`src/rtl/muldiv_unit.sv`:
```
// Iterative multiply/divide unit with architectural HI/LO registers.
// One result bit per cycle; shift-add multiply, restoring divide.
module muldiv_unit #(
    parameter int WIDTH = 32
) (
    input  logic             clk,
    input  logic             reset,
    input  logic             start_mul,
    input  logic             start_div,
    input  logic             is_unsigned,
    input  logic [WIDTH-1:0] op_a,
    input  logic [WIDTH-1:0] op_b,
    input  logic             mthi,
    input  logic             mtlo,
    input  logic [WIDTH-1:0] wr_data,
    output logic             busy,
    output logic             done,
    output logic             div_by_zero,
    output logic [WIDTH-1:0] hi,
    output logic [WIDTH-1:0] lo
);

    localparam int CW = $clog2(WIDTH);

    localparam logic [1:0] IDLE = 2'd0;
    localparam logic [1:0] RUN  = 2'd1;
    localparam logic [1:0] FIX  = 2'd2;

    logic [1:0]         state_q, state_d;
    logic [CW-1:0]      cnt_q, cnt_d;
    logic               is_mul_q, is_mul_d;
    logic               neg_q, neg_d;
    logic               rneg_q, rneg_d;
    logic               dbz_q, dbz_d;
    logic               done_q, done_d;
    logic               dbzo_q, dbzo_d;
    logic [WIDTH-1:0]   b_q, b_d;
    logic [2*WIDTH-1:0] prod_q, prod_d;
    logic [WIDTH-1:0]   hi_q, hi_d;
    logic [WIDTH-1:0]   lo_q, lo_d;

    logic               a_neg, b_neg;
    logic [WIDTH-1:0]   a_mag, b_mag;
    logic [WIDTH:0]     mul_sum;
    logic [WIDTH:0]     div_part;
    logic [WIDTH:0]     div_diff;
    logic [2*WIDTH-1:0] mul_step;
    logic [2*WIDTH-1:0] div_step;
    logic [2*WIDTH-1:0] prod_neg;
    logic [WIDTH-1:0]   quo_fix;
    logic [WIDTH-1:0]   rem_fix;

    // Operand magnitudes and one iteration of each datapath.
    always_comb begin
        a_neg    = !is_unsigned && op_a[WIDTH-1];
        b_neg    = !is_unsigned && op_b[WIDTH-1];
        a_mag    = a_neg ? (~op_a + 1'b1) : op_a;
        b_mag    = b_neg ? (~op_b + 1'b1) : op_b;
        mul_sum  = {1'b0, prod_q[2*WIDTH-1:WIDTH]}
                 + {1'b0, (prod_q[0] ? b_q : {WIDTH{1'b0}})};
        mul_step = {mul_sum, prod_q[WIDTH-1:1]};
        div_part = {prod_q[2*WIDTH-1:WIDTH], prod_q[WIDTH-1]};
        div_diff = div_part - {1'b0, b_q};
        div_step = {(div_diff[WIDTH] ? div_part[WIDTH-1:0]
                                     : div_diff[WIDTH-1:0]),
                    prod_q[WIDTH-2:0], ~div_diff[WIDTH]};
        prod_neg = ~prod_q + 1'b1;
        quo_fix  = neg_q ? (~prod_q[WIDTH-1:0] + 1'b1)
                         : prod_q[WIDTH-1:0];
        rem_fix  = rneg_q ? (~prod_q[2*WIDTH-1:WIDTH] + 1'b1)
                          : prod_q[2*WIDTH-1:WIDTH];
    end

    // Next-state logic for the IDLE/RUN/FIX sequencer and HI/LO.
    always_comb begin
        state_d  = state_q;
        cnt_d    = cnt_q;
        is_mul_d = is_mul_q;
        neg_d    = neg_q;
        rneg_d   = rneg_q;
        dbz_d    = dbz_q;
        b_d      = b_q;
        prod_d   = prod_q;
        hi_d     = hi_q;
        lo_d     = lo_q;
        done_d   = 1'b0;
        dbzo_d   = 1'b0;
        unique case (state_q)
            IDLE: begin
                if (start_mul || start_div) begin
                    is_mul_d = start_mul;
                    neg_d    = a_neg ^ b_neg;
                    rneg_d   = a_neg;
                    b_d      = b_mag;
                    prod_d   = {{WIDTH{1'b0}}, a_mag};
                    cnt_d    = '0;
                    dbz_d    = !start_mul && (op_b == '0);
                    state_d  = (!start_mul && (op_b == '0)) ? FIX : RUN;
                end else begin
                    if (mthi) hi_d = wr_data;
                    if (mtlo) lo_d = wr_data;
                end
            end
            RUN: begin
                prod_d = is_mul_q ? mul_step : div_step;
                cnt_d  = cnt_q + 1'b1;
                if (cnt_q == CW'(WIDTH - 1)) state_d = FIX;
            end
            FIX: begin
                state_d = IDLE;
                done_d  = 1'b1;
                dbzo_d  = dbz_q;
                if (!dbz_q) begin
                    if (is_mul_q) begin
                        {hi_d, lo_d} = neg_q ? prod_neg : prod_q;
                    end else begin
                        lo_d = quo_fix;
                        hi_d = rem_fix;
                    end
                end
            end
            default: state_d = IDLE;
        endcase
    end

    // State registers; reset aborts any operation in flight.
    always_ff @(posedge clk) begin
        if (reset) begin
            state_q  <= IDLE;
            cnt_q    <= '0;
            is_mul_q <= 1'b0;
            neg_q    <= 1'b0;
            rneg_q   <= 1'b0;
            dbz_q    <= 1'b0;
            done_q   <= 1'b0;
            dbzo_q   <= 1'b0;
            b_q      <= '0;
            prod_q   <= '0;
            hi_q     <= '0;
            lo_q     <= '0;
        end else begin
            state_q  <= state_d;
            cnt_q    <= cnt_d;
            is_mul_q <= is_mul_d;
            neg_q    <= neg_d;
            rneg_q   <= rneg_d;
            dbz_q    <= dbz_d;
            done_q   <= done_d;
            dbzo_q   <= dbzo_d;
            b_q      <= b_d;
            prod_q   <= prod_d;
            hi_q     <= hi_d;
            lo_q     <= lo_d;
        end
    end

    assign busy        = (state_q != IDLE);
    assign done        = done_q;
    assign div_by_zero = dbzo_q;
    assign hi          = hi_q;
    assign lo          = lo_q;

endmodule

```
`config.mk`:
```
export PLATFORM = sky130hd
export DESIGN_NAME = muldiv_unit
export DESIGN_NICKNAME = d
export VERILOG_FILES = /design/src/rtl/muldiv_unit.sv
export SDC_FILE = /design/constraint.sdc
export NUM_CORES = 1
export LEC_CHECK = 0
export BUFFER_PORTS_ARGS = -buffer_cell sky130_fd_sc_hd__buf_2
export CAP_MARGIN = 0
export CORE_MARGIN = 10
export CORE_UTILIZATION = 30
export DETAILED_ROUTE_END_ITERATION = 8
export MAX_ROUTING_LAYER = met4
export PLACE_DENSITY = 0.58
export REMOVE_ABC_BUFFERS = 1
export SYNTH_ARGS = -nofsm -noshare
export SYNTH_HDL_FRONTEND = slang
export SYNTH_SLANG_ARGS = --single-unit
export TNS_END_PERCENT = 20
```
`constraint.sdc`:
```
create_clock -name clk -period 6.75 [get_ports clk]
set_clock_uncertainty 0.1 [all_clocks]
set_input_delay 0.3375 -clock clk [delete_from_list [all_inputs] [get_ports clk]]
set_output_delay 0.3375 -clock clk [all_outputs]
set_load 0.05 [all_outputs]
```
==> metrics.csv, run 1 <==
stage;metric;value;unit
cts;H-tree Lvls;4;
die;die width;237;um
route;Post-route DRC;0;
synthesis;Seq cells post-synth;173;
cts;Worst-path clk slew;0.08;ns
sta;period utilization;0.639;
die;Vert. Die Dim;237;um
global_route;initial antenna violation count;1;
power_and_ir_drop;Pwr Density;223;nW/um2
cts;Max Buffers Root-to-Sink;2;
route;via count;14700;
global_route;GRT met2 Usage;0.304;
route;final wirelength;52900;um
route;first drt pass iteration count;8;
synthesis;yosys warns;0;
cts;CTS sink cnt;173;
route;Avg WL per Cell;20.1;um
place;pre-CTS setup slack;2.49;ns
global_route;pin count of the biggest net entering global routing;61;
cts;Post-CTS Hold Buffers;0;
cts;Clk Latency, worst-skew pair;0.48;ns
finish;Nets;2190;
global_route;grt met3 use;0.0284;
setup_path;Crit path arrival time;4.58;ns
finish;count of non-filler cells in the finished layout;2636;
die;Site Rows;79;
route;number of DRC markers in iteration 0;1138;
route;DRT antenna net count;0;
finish;ratio of cells with drive above 1 in the final layout;0.132;
setup_path;worst-path fanout max;24;
cts;Clock Tree Root;clkbuf_16;
sta;# setup viols final;0;
synthesis;Post-synth EDFFs;0;
worst_hold_path;min-delay worst type;input port to flop;
sta;max-slew violations;0;
finish;Fillers;4957;
sta;RSZ-0062 raised after global routing;no;
setup_path;CP Class;flop to flop;
setup_path;worst r2r src;prod_q[31];
global_route;first-pass GRT wire length;82600;um
place;gpl congestion;0.966;
die;starting density of the core;0.303;
setup_path;FF-to-FF path depth;12;
power_and_ir_drop;total power;3570;uW
synthesis;Seq/Total Area, Yosys;0.245;
global_route;vias in the first global route;14400;
setup_path;CP required;7.02;ns
die;Die Area;56100;um2
sta;final hold vios;0;
sta;Rel. slew slack;0.276;
place;placed cell count;2603;
global_route;Total Routing Usage GR;0.188;
sta;Least-Margin Pin Slew;1.08;ns
cts;CTS buffer count;17;
global_route;grt met1 use;0.239;
global_route;total grt overflow;0;
sta;Final WS setup;2.44;ns
sta;Tmin final;4.31;ns
power_and_ir_drop;leakage power;0.00639;uW
outcome;status;finished clean;
sta;setup TNS;0;ns
finish;Finished Core Util;0.343;
sta;fmax;232;MHz
place;placed wire-length estimate;40600;um
setup_path;critical path endpoint;prod_q[62];
synthesis;asr flop ratio synth;0;
die;Placeable Area;46600;um2
synthesis;Synth Flop Type;dfxtp_1;
place;PortBufs;169;
synthesis;syn avg cell area;7.29;um2
synthesis;Post-Syn Area;14100;um2
cts;CTS tree;built;
setup_path;Worst R2R Setup Slack;2.44;ns
setup_path;crit end category;flop;
job;Max Cap Viol;0;
power_and_ir_drop;Peak VDD IR;0.000165;V
route;Vias/cell;5.56;
finish;Area growth syn-to-layout;13.0;%
setup_path;CP Launch Type;flop;
setup_path;reg2reg end;prod_q[62];
synthesis;Netlist cell types;81;
cts;Post-CTS Setup Bufs;0;
die;Boundary Pins;170;
global_route;gr busiest metal;met2;
synthesis;Mapped Cells;1936;
setup_path;crit path from;prod_q[31];
cts;Post-CTS Resized;0;
==> registers in the layout (all words and copies together) (netlist names) <==
register,count
lo,32
hi,32
rneg_q,1
cnt_q,5
b_q,32
prod_q,64
is_mul_q,1
state_q,2
done,1
dbz_q,1
div_by_zero,1
neg_q,1
==> cells by family after synthesis <==
kind of cell               count (synthesis)  share of synthesized area
AOI/OAI and AO/OA                        596                      0.272
xor gates and xnor gates                 163                      0.101
adders and majority gates                 72                     0.0649
buffers and inverters                    187                     0.0526
DFF                                      173                      0.245
muxes                                     50                     0.0356
and+or+nand+nor                          695                      0.228
==> cell usage after synthesis, types with 10 or more instances <==
cell type,number,area [um2]
a22oi_1,10,75.1
or4_1,14,105
nor4_1,18,113
o221ai_1,15,131
nor2_1,230,863
o41ai_1,13,114
o31ai_1,22,165
a21o_1,17,128
xor2_1,77,674
or3_1,15,93.8
nand4_1,10,62.6
a211oi_1,58,435
nand2_1,235,882
a21oi_1,186,931
a311oi_1,21,184
nor2b_1,17,106
o21ai_0,119,596
inv_1,60,225
o211ai_1,37,278
dfxtp_1,173,3460
o21a_1,10,75.1
nand3_1,29,145
a31oi_1,23,144
mux2i_1,48,480
ha_1,70,876
nor3_1,46,230
nand2b_1,21,131
and3_1,13,81.3
or2_2,12,75.1
clkbuf_1,104,390
xnor2_1,86,753
==> cell usage in the layout (no fill, tap or decap), types with 22 or more instances in the layout <==
cell type,netlist,final
a211oi_1,58,58
nor2_1,230,226
inv_1,60,60
mux2i_1,48,48
ha_1,70,70
nor3_1,46,46
xor2_1,77,77
nand2_1,235,235
o211ai_1,37,37
nand3_1,29,29
o31ai_1,22,22
a21oi_1,186,186
a31oi_1,23,23
o21ai_0,119,119
buf_2,9,168
dfxtp_1,173,172
xnor2_1,86,86
==> worst min-delay path by stage <==
stage          cells past startpoint     end   startpoint  slack [ns]
3_5_place_dp                       2   lo[6]        lo[6]        0.34
5_1_grt                            3  hi[11]  wr_data[11]        0.04
3_3_place_gp                       2  hi[27]       hi[27]        0.34
2_1_floorplan                      1  hi[25]        reset        0.31
6_report                           3  hi[11]  wr_data[11]        0.04
4_1_cts                            3  hi[11]  wr_data[11]        0.01
==> routing by layer <==
metal,vias to the layer above,share of wire
met5,-,0
met4,0,0.020
met3,52,0.054
met2,443,0.48
met1,7024,0.45
li1,7150,-
==> metrics by stage <==
stage,instance area (um2),hold slack (ns)
2_1_floorplan,13600,0.306
3_3_place_gp,15400,0.339
3_5_place_dp,15400,0.343
4_1_cts,16000,0.0135
5_1_grt,16000,0.0401
6_report,16000,0.0373
==> power by group <==
group	switching [uW]	total, uW	leakage [uW]	internal [uW]
sequential	109	1200	0.00142	1100
clock	520	1010	0.000279	491
combinational	866	1350	0.00470	484
==> final cells by class <==
| type | count | area [um2] | area share |
|---|---|---|---|
| flip-flops and latches | 173 | 3460 | 0.217 |
| diodes | 1 | 2.50 | 0.000157 |
| multi-input cells | 1576 | 9950 | 0.624 |
| repair buffers | 187 | 983 | 0.0616 |
| inverters | 60 | 225 | 0.0141 |
| well taps | 607 | 759 | 0.0476 |
| clock inverters | 15 | 145 | 0.00910 |
| clock buffers | 17 | 425 | 0.0267 |
==> critical path: stages, from the launching register on <==
cell	delay, ns
dfxtp_1	0.42
inv_1	0.16
ha_1	0.25
fa_1	0.43
nand2b_1	0.20
a21o_1	0.20
a2111o_1	0.43
a21oi_2	0.20
o2111a_2	0.26
nor3_2	0.11
nor2_4	0.75
mux2_1	0.38
a221o_1	0.31
No activity file was read; power rests on OpenSTA's default activity.
==> run 2, diff against run 1 <==
--- a/config.mk
+++ b/config.mk
@@ -11,7 +11,7 @@
 export CORE_UTILIZATION = 30
 export DETAILED_ROUTE_END_ITERATION = 8
 export MAX_ROUTING_LAYER = met4
-export PLACE_DENSITY = 0.58
+export PLACE_DENSITY = 0.59
 export REMOVE_ABC_BUFFERS = 1
 export SYNTH_ARGS = -nofsm -noshare
 export SYNTH_HDL_FRONTEND = slang
==> constraint.sdc (replaced) <==
create_clock -name clk -period 3.74 [get_ports clk]
set_clock_uncertainty 0.1 [all_clocks]
set_input_delay 0.187 -clock clk [delete_from_list [all_inputs] [get_ports clk]]
set_output_delay 0.187 -clock clk [all_outputs]
set_load 0.05 [all_outputs]
==> run 2 against run 1 <==
  * Final area grew 6.5%
  * First-iteration DRC count rose by 12%
  * Die area is the same
  * Core utilization up 2.2 points
  * Wire length is 0.74% higher
  * Clock power rose by 89%
  * Via count up 2.7%
  * Fmax increased by 18%
==> metrics.csv, run 2 (synthesis gave the netlist of run 1 again) <==
stage;metric;value;unit;change
sta;Tmin final;3.64;ns;-0.670 ns
setup_path;crit end category;flop;;
finish;register area;3470;um2;+0.14%
setup_path;CP cell instances;inv_2 > ha_1 > fa_1 > nand2b_4 > a21o_1 > a2111o_1 > a21oi_2 > o2111a_2 > nor3_4 > nor2_4 > mux2_1 > a221o_1;;
route;final wirelength;53300;um;+0.74%
die;Die Area;56100;um2;unchanged
route;Avg WL per Cell;19.4;um;-3.2%
power_and_ir_drop;clock power share;0.283;;about the same
route;Vias/cell;5.49;;-1.3%
power_and_ir_drop;Psw;2720;uW;+82%
global_route;first-pass GRT wire length;83100;um;+0.53%
setup_path;worst-path fanout max;8;;-67%
finish;ratio of cells with drive above 1 in the final layout;0.158;;+0.0262
power_and_ir_drop;Pwr Density;396;nW/um2;+77%
finish;commonest cells after routing, fill and taps aside;nand2_1, nor2_1, a21oi_1;;
cts;Worst-path clk slew;0.08;ns;about the same
global_route;vias in the first global route;14500;;+0.63%
setup_path;FF-to-FF path depth;12;;unchanged
setup_path;CP Launch Type;flop;;
setup_path;crit path from;prod_q[31];;
die;Vert. Die Dim;237;um;unchanged
global_route;initial antenna violation count;2;;+1
global_route;pin count of the biggest net entering global routing;128;;+110%
cts;Clock Tree Root;clkbuf_16;;
power_and_ir_drop;Reg power frac;0.317;;-0.021
power_and_ir_drop;leakage power;0.00694;uW;+8.6%
sta;final hold vios;0;;unchanged
place;pre-CTS setup slack;0.0278;ns;-2.46 ns
cts;CTS tree;built;;
route;number of DRC markers in iteration 0;1278;;+12%
sta;period utilization;0.974;;+0.335
route;DRT antenna net count;0;;unchanged
cts;Max Buffers Root-to-Sink;2;;unchanged
sta;max-slew violations;0;;unchanged
finish;Nets;2296;;+4.8%
finish;commonest non-fill, non-tap cell in the layout;nand2_1;;
cts;H-tree Lvls;4;;unchanged
die;starting density of the core;0.303;;unchanged
die;Placeable Area;46600;um2;unchanged
finish;count of non-filler cells in the finished layout;2743;;+4.1%
finish;Fillers;4952;;-0.10%
worst_hold_path;min-delay worst type;input port to flop;;
setup_path;CP max-delay cell;a2111o_1;;
setup_path;CP required;3.99;ns;-3.03 ns
finish;max reg flops;64;;unchanged
setup_path;critical path endpoint;prod_q[62];;
setup_path;worst r2r src;prod_q[31];;
power_and_ir_drop;Peak VDD IR;0.000272;V;+64%
setup_path;CP Class;flop to flop;;
sta;Least-Margin Pin Slew;0.903;ns;-0.180 ns
setup_path;Worst R2R Setup Slack;0.1;ns;-2.34 ns
power_and_ir_drop;Cell Int Power;4020;uW;+94%
finish;area of the multi-input gates;9990;um2;+0.38%
cts;Clk Latency, worst-skew pair;0.47;ns;about the same
sta;Final WS setup;0.0981;ns;-2.34 ns
power_and_ir_drop;Sw Share;0.404;;-0.0152
route;via count;15100;;+2.7%
finish;Area growth syn-to-layout;20.4;%;
sta;fmax;275;MHz;+18%
die;die width;237;um;unchanged
power_and_ir_drop;combinational share of power;0.401;;+0.022
outcome;status;finished clean;;
setup_path;Crit path arrival time;3.89;ns;-0.69 ns
sta;setup TNS;0;ns;unchanged
die;Site Rows;79;;unchanged
route;first drt pass iteration count;7;;-1
finish;Finished Core Util;0.365;;+0.0224
setup_path;reg2reg end;prod_q[62];;
place;placed wire-length estimate;41400;um;+1.9%
global_route;Total Routing Usage GR;0.188;;+0.000298
job;Max Cap Viol;0;;unchanged
place;placed cell count;2662;;+2.3%
place;PortBufs;169;;unchanged
cts;CTS sink cnt;173;;unchanged
sta;Rel. slew slack;0.398;;+0.122
global_route;total grt overflow;0;;unchanged
sta;# setup viols final;0;;unchanged
cts;CTS buffer count;17;;unchanged
route;Post-route DRC;0;;unchanged
finish;Biggest register;prod_q;;
sta;RSZ-0062 raised after global routing;no;;
die;Boundary Pins;170;;unchanged
setup_path;Crit path largest cell delay;0.48;ns;-0.27 ns
place;gpl congestion;0.944;;-2.2%
run 2: final cells by class:
class | instances | area share
Sequential cell | 173 | 0.204
Multi-Input combinational cell | 1576 | 0.588
Clock inverter | 15 | 0.0102
Antenna cell | 2 | 0.000294
Tap cell | 607 | 0.0447
Timing Repair Buffer | 293 | 0.115
Clock buffer | 17 | 0.0250
Inverter | 60 | 0.0135
run 2: worst min path at each step:
stage          startpoint  endpoint  slack [ns]  cells past startpoint
6_report        start_mul  is_mul_q        0.02                      3
5_1_grt           op_b[0]    b_q[0]        0.03                      3
4_1_cts          op_b[21]   b_q[21]        0.01                      3
3_5_place_dp       hi[29]    hi[29]        0.35                      2
3_3_place_gp       hi[29]    hi[29]        0.34                      2
2_1_floorplan       reset    hi[25]        0.16                      1
run 2: timing repair:
action / in CTS / in global routing
pin swaps: 1 / 4
hold endpoints to repair: 49 / 0
buffers inserted: 1 / 1
resized for setup: 0 / 15
hold buffers: 45 / 0
endpoints found under the setup margin: 1 / 22
run 2: power by group through the flow:
stage | clock [uW] | combinational [uW] | sequential, uW
CTS | 1940 | 2640 | 2130
finish | 1910 | 2700 | 2130
floorplan | 0 | 1600 | 2240
global placement | 0 | 2550 | 2170
global route | 2000 | 2960 | 2150
detailed placement | 0 | 2580 | 2170
run 2: routing by layer:
metal	global-route usage	share of wire	up-vias	wire length, um
li1	-	-	7357	-
met1	0.241	0.45	7181	23900
met2	0.305	0.48	459	25300
met3	0.0310	0.058	62	3070
met4	0.0417	0.017	0	925
met5	-	0	-	0
run 2: metrics by stage:
step | power (uW) | cell area [um2] | hold WS (ns)
after global routing | 7120 | 17000 | 0.0265
after detailed placement | 4750 | 15900 | 0.347
final | 6740 | 17000 | 0.0161
after global placement | 4720 | 15900 | 0.340
after CTS | 6710 | 16900 | 0.0126
after floorplan | 3850 | 13600 | 0.156
run 2: worst max-delay path, delay by kind of cell, from the launching register on:
family	cells	cell delay, ns
fa+ha+maj	2	0.63
compound gates	5	1.46
flops	1	0.38
buf+inv	1	0.07
simple gates	3	0.52
mux	1	0.35
